<file path="src/rtl/uart_coord_frame_ctrl.sv">
// uart_coord_frame_ctrl
// Frame sequencer between the UART receive datapath and the video pointer
// logic. Hunts for a header byte, collects six tagged BCD digits (x then y,
// hundreds/tens/units), verifies an XOR checksum, range-checks the result and
// commits x_pos/y_pos atomically with a one-cycle pos_valid pulse. Also gates
// the receiver, supervises the inter-byte timeout and reports/counts errors.
module uart_coord_frame_ctrl #(
  parameter logic [7:0] HDR_BYTE    = 8'h55,
  parameter int         TIMEOUT_CYC = 5000,
  parameter int         X_MAX       = 639,
  parameter int         Y_MAX       = 479
) (
  input  logic       CLK,
  input  logic       RST,
  input  logic       enable,
  input  logic       rx_done,
  input  logic [7:0] rx_data,
  output logic       rx_en,
  output logic       busy,
  output logic [9:0] x_pos,
  output logic [9:0] y_pos,
  output logic       pos_valid,
  output logic [1:0] err_code,
  output logic       err_pulse,
  output logic [7:0] err_cnt
);

  localparam int TW = $clog2(TIMEOUT_CYC + 1);
  // Timer value at which an idle frame is abandoned.
  localparam logic [TW-1:0] TMO_LAST = TW'(TIMEOUT_CYC - 1);

  localparam logic [1:0] ERR_FORMAT  = 2'd1;
  localparam logic [1:0] ERR_RANGE   = 2'd2;
  localparam logic [1:0] ERR_TIMEOUT = 2'd3;

  typedef enum logic [1:0] {
    S_HUNT,
    S_DIG,
    S_CHK,
    S_COMMIT
  } state_t;

  state_t          r_state;
  logic [2:0]      r_idx;
  logic [7:0]      r_acc;
  logic [TW-1:0]   r_timer;
  logic [3:0]      r_dig [0:5];
  logic            r_rx_en;
  logic [9:0]      r_x_pos;
  logic [9:0]      r_y_pos;
  logic            r_pos_valid;
  logic [1:0]      r_err_code;
  logic            r_err_pulse;
  logic [7:0]      r_err_cnt;

  logic            w_dig_ok;
  logic [TW-1:0]   w_timer_inc;
  logic            w_expire;
  logic [9:0]      w_x;
  logic [9:0]      w_y;
  logic            w_in_range;
  logic            w_err;
  logic [1:0]      w_err_kind;

  // A digit byte carries its position (1..6) in the high nibble and BCD below.
  assign w_dig_ok    = (rx_data[7:4] == ({1'b0, r_idx} + 4'd1)) && (rx_data[3:0] <= 4'd9);
  // Expiry happens on the edge where the idle timer would reach its last value;
  // a byte arriving on that same edge wins.
  assign w_timer_inc = r_timer + TW'(1);
  assign w_expire    = !rx_done && (w_timer_inc == TMO_LAST);

  // Decimal reconstruction; 999 fits in 10 bits so no overflow handling.
  assign w_x = 10'(r_dig[0]) * 10'd100 + 10'(r_dig[1]) * 10'd10 + 10'(r_dig[2]);
  assign w_y = 10'(r_dig[3]) * 10'd100 + 10'(r_dig[4]) * 10'd10 + 10'(r_dig[5]);
  assign w_in_range = (w_x <= 10'(X_MAX)) && (w_y <= 10'(Y_MAX));

  // Classify the error (if any) raised on the coming edge.
  always_comb begin
    // NOTE: every combinational output gets a default first so no path leaves
    // it unassigned, which would otherwise infer a latch.
    w_err      = 1'b0;
    w_err_kind = 2'd0;
    if (enable) begin
      case (r_state)
        S_DIG: begin
          if (rx_done && !w_dig_ok) begin
            w_err      = 1'b1;
            w_err_kind = ERR_FORMAT;
          end else if (w_expire) begin
            w_err      = 1'b1;
            w_err_kind = ERR_TIMEOUT;
          end
        end
        S_CHK: begin
          if (rx_done && (rx_data != r_acc)) begin
            w_err      = 1'b1;
            w_err_kind = ERR_FORMAT;
          end else if (w_expire) begin
            w_err      = 1'b1;
            w_err_kind = ERR_TIMEOUT;
          end
        end
        S_COMMIT: begin
          if (!w_in_range) begin
            w_err      = 1'b1;
            w_err_kind = ERR_RANGE;
          end
        end
        default: ;
      endcase
    end
  end

  // Frame sequencer: header hunt, digit collection, checksum and commit.
  always_ff @(posedge CLK or posedge RST) begin
    if (RST) begin
      r_state     <= S_HUNT;
      r_idx       <= 3'd0;
      r_acc       <= 8'd0;
      r_timer     <= '0;
      r_rx_en     <= 1'b0;
      r_x_pos     <= 10'd0;
      r_y_pos     <= 10'd0;
      r_pos_valid <= 1'b0;
      // NOTE: the digit store is six flops, not a RAM, so it is cleared with
      // everything else and a commit can never see stale power-up values.
      for (int i = 0; i < 6; i++) r_dig[i] <= 4'd0;
    end else begin
      // NOTE: non-blocking assignments throughout so every branch reads the
      // pre-edge state regardless of statement order.
      r_rx_en     <= enable;
      r_pos_valid <= 1'b0;
      if (!enable) begin
        r_state <= S_HUNT;
        r_timer <= '0;
      end else begin
        case (r_state)
          S_HUNT: begin
            if (rx_done && (rx_data == HDR_BYTE)) begin
              r_state <= S_DIG;
              r_idx   <= 3'd0;
              r_acc   <= HDR_BYTE;
              r_timer <= '0;
            end
          end
          S_DIG: begin
            if (rx_done) begin
              r_timer <= '0;
              if (w_dig_ok) begin
                r_dig[r_idx] <= rx_data[3:0];
                r_acc        <= r_acc ^ rx_data;
                if (r_idx == 3'd5) begin
                  r_state <= S_CHK;
                  r_idx   <= 3'd0;
                end else begin
                  r_idx <= r_idx + 3'd1;
                end
              end else if (rx_data == HDR_BYTE) begin
                r_idx <= 3'd0;
                r_acc <= HDR_BYTE;
              end else begin
                r_state <= S_HUNT;
              end
            end else if (w_expire) begin
              r_state <= S_HUNT;
              r_timer <= '0;
            end else begin
              r_timer <= w_timer_inc;
            end
          end
          S_CHK: begin
            if (rx_done) begin
              r_timer <= '0;
              r_state <= (rx_data == r_acc) ? S_COMMIT : S_HUNT;
            end else if (w_expire) begin
              r_state <= S_HUNT;
              r_timer <= '0;
            end else begin
              r_timer <= w_timer_inc;
            end
          end
          S_COMMIT: begin
            if (w_in_range) begin
              r_x_pos     <= w_x;
              r_y_pos     <= w_y;
              r_pos_valid <= 1'b1;
            end
            r_state <= S_HUNT;
          end
          default: r_state <= S_HUNT;
        endcase
      end
    end
  end

  // Error reporting: sticky code, one-cycle pulse, saturating count.
  always_ff @(posedge CLK or posedge RST) begin
    if (RST) begin
      r_err_code  <= 2'd0;
      r_err_pulse <= 1'b0;
      r_err_cnt   <= 8'd0;
    end else begin
      r_err_pulse <= w_err;
      if (w_err) begin
        r_err_code <= w_err_kind;
        if (r_err_cnt != 8'hFF) r_err_cnt <= r_err_cnt + 8'd1;
      end
    end
  end

  assign rx_en     = r_rx_en;
  assign busy      = (r_state != S_HUNT);
  assign x_pos     = r_x_pos;
  assign y_pos     = r_y_pos;
  assign pos_valid = r_pos_valid;
  assign err_code  = r_err_code;
  assign err_pulse = r_err_pulse;
  assign err_cnt   = r_err_cnt;

endmodule

</file>
<file path="config.mk">
export PLATFORM = sky130hd
export DESIGN_NAME = uart_coord_frame_ctrl
export DESIGN_NICKNAME = d
export VERILOG_FILES = /design/src/rtl/uart_coord_frame_ctrl.sv
export SDC_FILE = /design/constraint.sdc
export NUM_CORES = 1
export LEC_CHECK = 0
export CAP_MARGIN = 10
export CORE_ASPECT_RATIO = 1.2
export CORE_MARGIN = 10
export CORE_UTILIZATION = 45
export CTS_CLUSTER_SIZE = 30
export DETAILED_ROUTE_END_ITERATION = 8
export GPL_ROUTABILITY_DRIVEN = 0
export HOLD_SLACK_MARGIN = 0.15
export PLACE_DENSITY = 0.71
export REMOVE_ABC_BUFFERS = 1
export SLEW_MARGIN = 20
export SYNTH_ARGS = -nofsm -noshare
export SYNTH_HDL_FRONTEND = slang
export SYNTH_SLANG_ARGS = --single-unit
</file>
<file path="constraint.sdc">
create_clock -name CLK -period 5.2 [get_ports CLK]
set_input_delay 0.52 -clock CLK [delete_from_list [all_inputs] [get_ports CLK]]
set_output_delay 0.52 -clock CLK [all_outputs]
set_load 0.03 [all_outputs]
</file>
---- Word-level counts from Yosys, hierarchy flattened ----
Cells that the tools add are included.
word-level totals
  bits in registers ....................... 83
  bits of input ports ..................... 12
  output and inout port bits .............. 34
  logic and storage cells ................. 116
cells by class
  add/subtract/negate cells ............... 8
  $mul .................................... 4
  order comparisons ....................... 5
  eq/ne operators ......................... 17
  multiplexer cells ....................... 44
  bitwise operators ....................... 2
  reductions and logical operators ........ 19
operators with widths
  operator                 count
  $mux W13                 4
  $mux W8                  4
  $mux W2                  14
  $pmux W13 S2             1
  $bwmux W24               1
  $add A10 B4 Y10          2
  $add A10 B8 Y10          2
  $mul A4 B5 Y8 const B    2
  $pmux W8 S2              1
  $mux W3                  5
  $mul A4 B3 Y7 const B    2
  $add A13 B1 Y13 const B  1
  $eq A13 B13 Y1 const B   1
  $demux W4 S3             1
  $le A10 B10 Y1 const B   1
  $le A10 B9 Y1 const B    1
  $ne A5 B5 Y1 const B     2
  $add A8 B1 Y8 const B    1
  $eq A8 B7 Y1 const B     1
  $eq A8 B8 Y1             1
  $mux W1                  8
  $ne A8 B8 Y1             1
  $ne A8 B8 Y1 const B     1
  $pmux W2 S4              1
  other kinds (27)         40

---- Logic depth before layout (Yosys ltp) ----
  word-level depth ........................ 9
  depth in mapped cells ................... 16
  depth with buffers taken out ............ 14

---- Least setup slack after synthesis ----
No wires, ideal clock.
  path type ............................... flip-flop to flip-flop
  from .................................... reg r_dig[21] in the netlist's numbering
  to ...................................... reg r_x_pos[0], in the netlist x_pos[0]
  library setup time ...................... 125 ps
  arrival time ............................ 3870 ps
  required time ........................... 5075 ps
  path slack .............................. 1206 ps
  stages on the path, launching flop included .. 17
  buffers on the path ..................... 2
  clock period less this slack ............ 3994 ps
  cells stage by stage .................... dfrtp_1 -> ha_1 -> ha_1 -> inv_1 -> fa_1 -> inv_1 -> ha_1 -> ha_1 -> clkbuf_1 -> and3b_1 -> a211oi_1 -> o211ai_1 -> o32a_1 -> o211ai_1 -> and4_1 -> buf_2 -> mux2_2
on the way
  longest elaborated chain between the ends .. 6
ends and longest elaborated chain
  what                                line  RTL
  start: declaration                  47    logic [3:0] r_dig [0:5];
  start signal: indexed assignment    150   r_dig[r_idx] <= rx_data[3:0];
  $mul A4 B5 Y8                       73    assign w_x = 10'(r_dig[0]) * 10'd100 + 10'(r_dig[1]) * 10'd10 + 10'(r_dig[2]);
  $add A10 B8 Y10                     73
  $add A10 B4 Y10                     73
  $le A10 B10 Y1                      75    assign w_in_range = (w_x <= 10'(X_MAX)) && (w_y <= 10'(Y_MAX));
  $logic_and A1 B1 Y1                 75
  $reduce_and A3 Y1 (no source line)  n/a
  end signal: assignment              184   r_x_pos <= w_x;
  end: declaration                    49    logic [9:0] r_x_pos;
Every way passes these cells.
A chain may end at the register's enable or synchronous reset.

---- Final worst setup path ----
  from .................................... reg r_dig[21] in the netlist's numbering
  to ...................................... reg r_y_pos[6], in the netlist y_pos[6]
on the way
  longest elaborated chain between the ends .. 6
ends and longest elaborated chain
  what                                line  RTL
  $mul A4 B5 Y8                       73
  $add A10 B8 Y10                     73
  $add A10 B4 Y10                     73
  $le A10 B10 Y1                      75
  $logic_and A1 B1 Y1                 75
  $reduce_and A3 Y1 (no source line)  n/a
  end signal: assignment              185   r_y_pos <= w_y;
  end: declaration                    50    logic [9:0] r_y_pos;
Every way passes these cells.

==> key figures <==
Pwr
  – Worst vdd ir: around 0.13 mV
  – Leak Pwr: roughly 3.2 nW
  – Power Dens Cells: around 220 nW/um^2
  – Total power: 1.47 mW

Clock network
  – Resize count post-CTS: 0
  – Root buffer cell: clkbuf_16
  – Maximum clock path buffer count: 2
  – TritonCTS clock tree: done
  – Worst-Skew Late Latency: approximately 340 ps
  – CTS H-tree depth: 3
  – Clock sinks: slightly above 80
  – Clock Pin Slew Worst Setup and Hold Paths: about 70 ps
  – CTS Hold Bufs: 0
  – Num CTS Buffers: 9
  – Setup Fix Bufs, Post-CTS: 0

Yosys
  – Async SR Flop Fraction: 100%
  – Yosys cell types: 71
  – Largest cells by area after synthesis: dfrtp_1 36%, ha_1 12%, mux2_2 7.9%
  – Cell taking the most area after synthesis: dfrtp_1
  – Top FF cell, synth: dfrtp_1
  – Mapped cell area: around 5700 um^2
  – Share of the synthesized area in the top cell type: 36.3%
  – Synth Warn #: 0
  – Register bit count reported by yosys: 83
  – Count of flip-flops with a built-in enable after synthesis: 0
  – Sequential area share after synthesis: a little over a third
  – Syn avg cell area: approximately 10 um^2
  – Post-Synthesis Cells: about 550

Routing
  – DRT antenna net count: 0
  – Post-Route WL: about 12000 um
  – Via density: between 5 and 6
  – Drt first pass iters: 5
  – DRC: 0
  – Drt wl/cell: 16.2 um
  – Via count: between 4000 and 5000
  – DRT iter0 DRCs: ~360

Setup path
  – CP Data Required Time: 5420 ps
  – Crit path cell chain: ha_1 -> ha_1 -> inv_1 -> fa_1 -> inv_1 -> ha_1 -> ha_1 -> and3b_1 -> a211oi_1 -> o211ai_1 -> o32a_1 -> o211ai_1 -> and4_1 -> buf_4 -> mux2_1
  – Worst r2r src: r_dig[21]
  – Reg-to-reg slack, setup: 820 ps
  – Worst setup EP type: register
  – Crit-path most repeated cell: ha_1
  – Crit-path slowest cell: fa_1
  – Worst Path Arrival: between 4000 and 5000 ps
  – Max incr delay on CP: around 470 ps
  – Worst R2R Path Depth: 15
  – Critical path class: register to register
  – Startpoint types: register
  – Worst-path fanout max: 21
  – R2R Path End: y_pos[6]

Cells and area
  – Number of nets in the layout: 661
  – Area occupied by multi-input gates: roughly 3400 um^2
  – Fin util: 52.7%
  – Finished Cell Area: around 6600 um^2
  – Storage cell area: roughly 2100 um^2
  – Finished Layout Cells: about 750
  – Most frequent cells in the layout: 83 x dfrtp_1, 56 x ha_1, 45 x clkdlybuf4s50_1
  – Commonest non-fill, non-tap cell in the layout: dfrtp_1
  – Filler cell count: between 1000 and 1500
  – P&R area growth vs syn: 15.5%
  – Layout cells sized above 1: approximately 12%
  – # diodes: 0

STA
  – Max frequency: between 0.2 and 0.25 GHz
  – Final Setup Violations: 0
  – Layout Skew: slightly above 7 ps
  – Setup TNS: 0 ps
  – Slew HR: between 30% and 40%
  – Tcrit/Tclk final: between 80% and 90%
  – Fin. max-slew vios: 0
  – RSZ-0062 raised after global routing: false
  – Worst hold slack: between 400 and 500 ps
  – Slew @ Worst Pin: 1000 ps
  – Final Hold Viols: 0
  – Tmin final: roughly 4400 ps
  – PnR worst setup slack: between 800 and 900 ps

Place
  – DP Worst Slack: between 800 and 900 ps
  – DP HPWL: about 9100 um
  – I/O Buffers: 45
  – Placed cell count: 736
  – Post-DP Area: 6280 um^2

Floorplanning
  – IO Count: between 40 and 50
  – Initial Utilization: a little under half
  – Die Area: between 15000 and 20000 um^2
  – Core region area: about 13000 um^2
  – DIE WIDTH: around 120 um
  – Site Rows: 45
  – Die Y: 144 um

Global routing
  – Vias in the first global route: ~4300
  – Largest net degree at the start of global routing: between 40 and 50
  – First-pass GRT wire length: ~21000 um
  – GRT Total Usage: between 10 and 15%
  – Initial antenna violation count: 0
  – Overflow after GRT: 0

Hold path
  – Hold path endpoint: x_pos[7]
  – Worst hold stages: 1
  – Type of the tightest min-delay check: register to register
  – Hold_sp: x_pos[7]

Job
  – Max-Cap Viols: 0

Run status
  – Status: complete, no violations
## cell type report
cell class / count / share of cell area [%]
flip-flops and latches: 83 / 31.4
well taps: 164 / 3.10
clock buffers: 9 / 3.41
multi-input cells: 406 / 51.4
clock inverters: 7 / 1.59
inverters: 36 / 2.06
repair buffers: 47 / 7.04
## critical path: cells and delay by family, from the launching register on
kind / cells / cell delay (ps)
AOI/OAI and AO/OA: 4 / 1030
adders and majority gates: 5 / 1610
buffers and inverters: 3 / 360
DFF: 1 / 430
muxes: 1 / 360
and+or+nand+nor: 2 / 440
## flip-flops by register name (all words and copies together) (netlist names), 2 cells and up
name / count
r_acc: 8
r_dig: 24
r_idx: 3
y_pos: 10
err_cnt: 8
r_timer: 13
x_pos: 10
r_state: 2
err_code: 2
## where the power goes
part	leakage [nW]	total [mW]	switching, mW	internal, mW
combinational	1.88	0.0979	0.0614	0.0364
clock	0.159	0.713	0.284	0.429
sequential	1.15	0.657	0.00619	0.651
total	3.19	1.47	0.351	1.12
## cells in the mapped netlist (5+ instances only)
| cell type | count |
|---|---|
| dfrtp_1 | 83 |
| nand3_1 | 18 |
| inv_1 | 36 |
| xor2_1 | 20 |
| nand2_1 | 22 |
| xnor2_1 | 17 |
| nor3_1 | 5 |
| a22o_1 | 5 |
| and3_1 | 10 |
| mux2_2 | 40 |
| a21oi_1 | 18 |
| clkbuf_1 | 10 |
| nor2_1 | 28 |
| nand2b_1 | 7 |
| mux2i_1 | 5 |
| o21a_1 | 6 |
| nor2b_1 | 12 |
| ha_1 | 56 |
| nand4_1 | 5 |
| o21ai_0 | 22 |
| fa_1 | 10 |
| a31oi_1 | 7 |
| mux2_1 | 9 |
| buf_2 | 11 |
## worst max-delay path by stage
stage | cells after the start | startpoint | endpoint | slack (ps)
after detailed placement | 15 | r_dig[20] | y_pos[6] | 890
final | 15 | r_dig[21] | y_pos[6] | 820
after floorplan | 14 | r_dig[21] | x_pos[0] | 1010
after global placement | 15 | r_dig[21] | y_pos[7] | 1100
after CTS | 15 | r_dig[20] | x_pos[9] | 900
after global routing | 15 | r_dig[20] | y_pos[1] | 550
## kinds of logic (layout without fill, tap and decap cells)
family | count (synthesis) | count (layout) | share of synthesized area (%)
fa+ha+maj | 66 | 66 | 15.7
buf+inv | 60 | 99 | 4.33
simple gates | 140 | 140 | 14.1
mux | 54 | 54 | 10.5
compound gates | 109 | 109 | 13.4
xor+xnor | 37 | 37 | 5.66
flops | 83 | 83 | 36.3
## layer usage
layer,vias up,GRT usage [%],wire (um)
li1,2049,-,-
met1,2074,18.0,5250
met2,102,24.7,6160
met3,28,2.86,559
met4,0,4.97,230
met5,-,0,0
(Power assumes the default switching activity.)
